### src/rtl/rf_arb_pkg.sv
// Shared constants and grant helpers for the register-file write-port arbiter.
package rf_arb_pkg;

    localparam int RF_AW = 5;
    localparam int RF_DW = 32;
    localparam logic [4:0] RF_ZERO_REG = 5'd0;

    // Round-robin pick over up to 8 requesters: first valid index at or after ptr, wrapping modulo n.
    function automatic logic [7:0] rr_pick(input logic [7:0] valid, input logic [2:0] ptr,
                                           input int unsigned n = 32'd8);
        logic [7:0]  gnt;
        logic        found;
        int unsigned idx;
        gnt   = 8'd0;
        found = 1'b0;
        for (int unsigned i = 32'd0; i < 32'd8; i++) begin
            idx = 32'(ptr) + i;
            if (idx >= n) begin
                idx = idx - n;
            end else begin
                idx = idx;
            end
            if ((i < n) && !found && valid[idx[2:0]]) begin
                gnt[idx[2:0]] = 1'b1;
                found         = 1'b1;
            end else begin
                found = found;
            end
        end
        return gnt;
    endfunction

    // True when two or more bits of v are set.
    function automatic logic multi_req(input logic [7:0] v);
        return ((v & (v - 8'd1)) != 8'd0);
    endfunction

endpackage

### src/rtl/rr_grant.sv
// Round-robin grant generator with its pointer register.
// RF_WR_ARBITER_FIXED_PRIO_EN pins the pointer at 0 (lowest index wins).
module rr_grant
    import rf_arb_pkg::*;
#(
    parameter int NREQ = 3,
    localparam int PW  = $clog2(NREQ)
) (
    input  logic            clk,
    input  logic            rst,
    input  logic            hold,
    input  logic [NREQ-1:0] req_valid,
    output logic [NREQ-1:0] grant,
    output logic [PW-1:0]   grant_idx,
    output logic            xfer
);

    logic [PW-1:0] ptr_q;
    logic [PW-1:0] ptr_d;
    logic [7:0]    valid8_s;
    logic [7:0]    pick8_s;
    logic          pick_unused_s;

    // Grant vector, its encoded index and the next pointer value.
    always_comb begin
        valid8_s              = 8'd0;
        valid8_s[NREQ-1:0]    = req_valid;
        pick8_s               = rr_pick(valid8_s, 3'(ptr_q), NREQ);
        pick_unused_s         = ^pick8_s;
        grant                 = '0;
        grant_idx             = '0;
        ptr_d                 = ptr_q;
        // Reset and stall both suppress every ready bit combinationally.
        if (rst && !hold) begin
            grant = pick8_s[NREQ-1:0];
        end else begin
            grant = '0;
        end
        for (int i = 0; i < NREQ; i++) begin
            if (grant[i]) begin
                grant_idx = PW'(i);
            end else begin
                grant_idx = grant_idx;
            end
        end
        xfer = |grant;
`ifdef RF_WR_ARBITER_FIXED_PRIO_EN
        ptr_d = '0;
`else
        if (xfer) begin
            if (grant_idx == PW'(NREQ - 1)) begin
                ptr_d = '0;
            end else begin
                ptr_d = grant_idx + PW'(1);
            end
        end else begin
            ptr_d = ptr_q;
        end
`endif
    end

    // Pointer register.
    always_ff @(posedge clk) begin
        if (!rst) begin
            ptr_q <= '0;
        end else begin
            ptr_q <= ptr_d;
        end
    end

endmodule

### src/rtl/rf_wr_arbiter.sv
// Shares the register-file write port among NREQ valid/ready requesters; winning write registered (latency 1).
// Build with RF_WR_ARBITER_FIXED_PRIO_EN for fixed lowest-index-first priority instead of round-robin.
module rf_wr_arbiter
    import rf_arb_pkg::*;
#(
    parameter int NREQ = 3,
    parameter int AW   = RF_AW,
    parameter int DW   = RF_DW,
    parameter int CW   = 16
) (
    input  logic                 clk,
    input  logic                 rst,
    input  logic                 hold,
    input  logic [NREQ-1:0]      req_valid,
    output logic [NREQ-1:0]      req_ready,
    input  logic [NREQ*AW-1:0]   req_addr,
    input  logic [NREQ*DW-1:0]   req_data,
    output logic                 regwrite,
    output logic [AW-1:0]        adr_wr_reg,
    output logic [DW-1:0]        wr_data,
    output logic [$clog2(NREQ)-1:0] grant_id,
    output logic [CW-1:0]        conflict_cnt
);

    localparam int PW = $clog2(NREQ);

    logic [PW-1:0] grant_idx_s;
    logic          xfer_s;
    logic [AW-1:0] sel_addr_s;
    logic [DW-1:0] sel_data_s;
    logic [7:0]    valid8_s;

    logic          regwrite_q, regwrite_d;
    logic [AW-1:0] adr_q, adr_d;
    logic [DW-1:0] data_q, data_d;
    logic [PW-1:0] gid_q, gid_d;
    logic [CW-1:0] cnt_q, cnt_d;

    rr_grant #(.NREQ(NREQ)) u_rr_grant (
        .clk       (clk),
        .rst       (rst),
        .hold      (hold),
        .req_valid (req_valid),
        .grant     (req_ready),
        .grant_idx (grant_idx_s),
        .xfer      (xfer_s)
    );

    // Next-state for the output register and the contention counter.
    always_comb begin
        sel_addr_s         = req_addr[grant_idx_s*AW +: AW];
        sel_data_s         = req_data[grant_idx_s*DW +: DW];
        valid8_s           = 8'd0;
        valid8_s[NREQ-1:0] = req_valid;
        regwrite_d         = 1'b0;
        adr_d              = adr_q;
        data_d             = data_q;
        gid_d              = gid_q;
        cnt_d              = cnt_q;
        // A write to x0 still consumes the slot and updates the presented fields.
        if (xfer_s) begin
            adr_d      = sel_addr_s;
            data_d     = sel_data_s;
            gid_d      = grant_idx_s;
            regwrite_d = (sel_addr_s != AW'(RF_ZERO_REG));
        end else begin
            regwrite_d = 1'b0;
        end
        if (rst && !hold && multi_req(valid8_s) && (cnt_q != {CW{1'b1}})) begin
            cnt_d = cnt_q + CW'(1);
        end else begin
            cnt_d = cnt_q;
        end
    end

    // Output register and counter.
    always_ff @(posedge clk) begin
        if (!rst) begin
            regwrite_q <= 1'b0;
            adr_q      <= '0;
            data_q     <= '0;
            gid_q      <= '0;
            cnt_q      <= '0;
        end else begin
            regwrite_q <= regwrite_d;
            adr_q      <= adr_d;
            data_q     <= data_d;
            gid_q      <= gid_d;
            cnt_q      <= cnt_d;
        end
    end

    assign regwrite     = regwrite_q;
    assign adr_wr_reg   = adr_q;
    assign wr_data      = data_q;
    assign grant_id     = gid_q;
    assign conflict_cnt = cnt_q;

endmodule

### config.mk
export PLATFORM = sky130hd
export DESIGN_NAME = rf_wr_arbiter
export DESIGN_NICKNAME = d
export VERILOG_FILES = /design/src/rtl/rf_arb_pkg.sv /design/src/rtl/rr_grant.sv /design/src/rtl/rf_wr_arbiter.sv
export SDC_FILE = /design/constraint.sdc
export NUM_CORES = 1
export LEC_CHECK = 0
export ABC_CLOCK_PERIOD_IN_PS = 4000
export BUFFER_PORTS_ARGS = -buffer_cell sky130_fd_sc_hd__buf_2
export CAP_MARGIN = 40
export CORE_MARGIN = 2
export CORE_UTILIZATION = 41
export CTS_CLUSTER_SIZE = 8
export DETAILED_ROUTE_END_ITERATION = 8
export PLACE_DENSITY_LB_ADDON = 0.3
export SLEW_MARGIN = 25
export SYNTH_ARGS = -nofsm -noshare
export SYNTH_HDL_FRONTEND = slang
export SYNTH_SLANG_ARGS = --single-unit
### constraint.sdc
create_clock -name clk -period 4 [get_ports clk]
set_clock_uncertainty 0.05 [all_clocks]
set_input_delay 1.2 -clock clk [delete_from_list [all_inputs] [get_ports clk]]
set_output_delay 1.2 -clock clk [all_outputs]
set_load 0.01 [all_outputs]
==> flow_summary.json <==
{
  "antennaDiodeCount": 0,
  "cts_num_sinks": 57,
  "num_vias": 3501,
  "dp_cells": 637,
  "drive_above_1_share_pct": 41.7,
  "clock_path_buffers": 2,
  "hold_viol": 0,
  "rsz0062_at_grt": "false",
  "numCtsBuffers": 9,
  "drtIter0Drc": 101,
  "avgViaCountPerCell": 5.36,
  "first_global_vias": 3350,
  "tns_ns": 0,
  "gr-usage-all-layers_pct": 23.0,
  "synthDistinctLibCells": 54,
  "synth.avg_cell_area_um2": 8.54,
  "wl_met1_um": 4260,
  "crit_chain": "buf_2, nand2b_1, a21o_1, or4_1, o211ai_1, nand2_1, inv_1, buf_2",
  "syn-cell-area_um2": 3200,
  "finalSetupViolCount": 0,
  "largest_reg_flops": 32,
  "cts_tree": "done",
  "syn_nets": 497,
  "die_h_um": 92.3,
  "start_util_pct": 41.8,
  "hold_buffers": 0,
  "critPathSlowestCell": "or4_1",
  "finish.net_count": 669,
  "cts_resized": 0,
  "fp-row-count": 32,
  "power.density_nw_per_um2": 361,
  "antenna_found_initial": 0,
  "synth_edf_count": 0,
  "core_um2": 7650,
  "ys.flop_type": "dfxtp_1",
  "slowest_delay_ns": 0.55,
  "syn_to_final_growth_pct": 37.0,
  "path_common_cell": "buf_2",
  "globalplace.congestion": 0.925,
  "final_util_pct": 57.2,
  "max-vdd-ir-drop_mv": 0.157,
  "grt_overflow": 0,
  "fp.dieW_um": 92.3,
  "grt_pass1_wl_um": 15700,
  "cts.clk_slew.worst_paths_ns": 0.06,
  "dr.pass1.iters": 4,
  "fmax_mhz": 257,
  "topRoutingLayerUsed": "met4",
  "ys_seq_elements": 57,
  "synth_top_area_share_pct": 35.7,
  "ys_seq_area_share_pct": 35.7,
  "antenna_left": 0,
  "slew_violations": 0,
  "yosys_warnings": 0,
  "io_buffers": 175,
  "min_period_ns": 3.89,
  "min_period_over_period_pct": 97.4,
  "crit_arrival_ns": 2.64,
  "worstSetupPathType": "in2out",
  "end_kind": "primary output",
  "cp_max_fo": 5,
  "clk_latency_ns": 0.34,
  "wl_met3_um": 784,
  "synth.area.top_cells": "dfxtp_1 36%, o21ai_0 5.8%, nand3_1 4.9%",
  "place_hpwl_um": 7010,
  "relSlewSlack_pct": 71.1,
  "worst_pin_slew_ns": 0.434,
  "finalWirelength_um": 9850,
  "synth_area_leader_cell": "dfxtp_1",
  "cts_max_level": 3,
  "synth_cells": 374,
  "fin_hold_ws_ns": 0.403,
  "grt_max_degree": 47,
  "hp-class": "reg2reg",
  "dr_wl_met2_um": 4650,
  "drc": 0,
  "root_buffer": "clkbuf_8",
  "pin_count": 176,
  "worst_ep_required_time_ns": 2.75,
  "wl_per_cell_um": 15.1,
  "startpoint_type": "input port",
  "leakage_nw": 2.08,
  "fp.dieArea_um2": 8520,
  "post-synth-top-count-cell": "dfxtp_1",
  "fin_cells": 653,
  "postCtsSetupBuffers": 0,
  "status": "finished clean",
  "synthTopCellsByCount": "57 x dfxtp_1, 37 x o21ai_0, 31 x nand3_1",
  "maxCapViolations": 0,
  "async_flop_share_pct": 0
}
-- critical path, delay by kind of cell --
kind | cells | cell delay [ns]
AOI/OAI and AO/OA | 2 | 0.39
and+or+nand+nor | 3 | 0.74
buffers and inverters | 3 | 0.30
-- cell families (layout without fill, tap and decap cells) --
logic type,Yosys count,in the layout,share of synthesized area [%]
flops,57,57,35.7
fa+ha+maj,7,7,2.66
mux,8,8,2.66
buf+inv,38,215,5.68
simple gates,122,122,20.9
xor+xnor,11,11,3.02
compound gates,131,131,29.4
-- through the flow --
step	instance area, µm²	power [mW]	worst slack (ns)
after floorplan	3200	0.878	0.00187
after global placement	4180	1.04	0.171
after detailed placement	4180	1.05	0.149
after CTS	4370	1.59	0.0132
after global routing	4380	1.67	0.0215
final	4380	1.58	0.106
-- final cells by class --
cell class,count,area [µm²]
Timing Repair Buffer,191,996
Inverter,8,32.5
Clock inverter,6,57.6
Fill cell,759,3270
Sequential cell,57,1140
Multi-Input combinational cell,279,1880
Clock buffer,10,138
Tap cell,102,128
-- per-layer routing --
metal,track usage (%),up-vias
met5,0,-
met4,7.84,0
met3,7.40,14
met2,37.7,133
met1,28.4,1622
li1,-,1732
-- power breakdown --
group | internal [mW] | switching [mW]
Sequential | 0.619 | 0.0252
Clock | 0.300 | 0.240
Combinational | 0.177 | 0.218
Total | 1.10 | 0.483
-- final timing paths --
| path | from | endpoint | slack (ns) | cells past startpoint |
|---|---|---|---|---|
| max | req_valid[2] | req_ready[0] | 0.11 | 8 |
| min | grant_id[1] | grant_id[1] | 0.40 | 2 |
| max reg2reg | grant_id[0] | regwrite | 0.84 | 11 |
| min reg2reg | grant_id[1] | grant_id[1] | 0.40 | 2 |
-- layout by cell type (no fill, tap or decap), drive strengths merged, types with 10 or more instances in the layout --
| cell | n |
|---|---|
| nand3 | 31 |
| a22oi | 10 |
| clkbuf | 10 |
| and3 | 17 |
| o21ai | 56 |
| a211oi | 17 |
| and2 | 15 |
| nor2 | 11 |
| nand2 | 16 |
| o31ai | 11 |
| buf | 191 |
| a21oi | 12 |
| dfxtp | 57 |
Power figures use the tool's default switching activity.
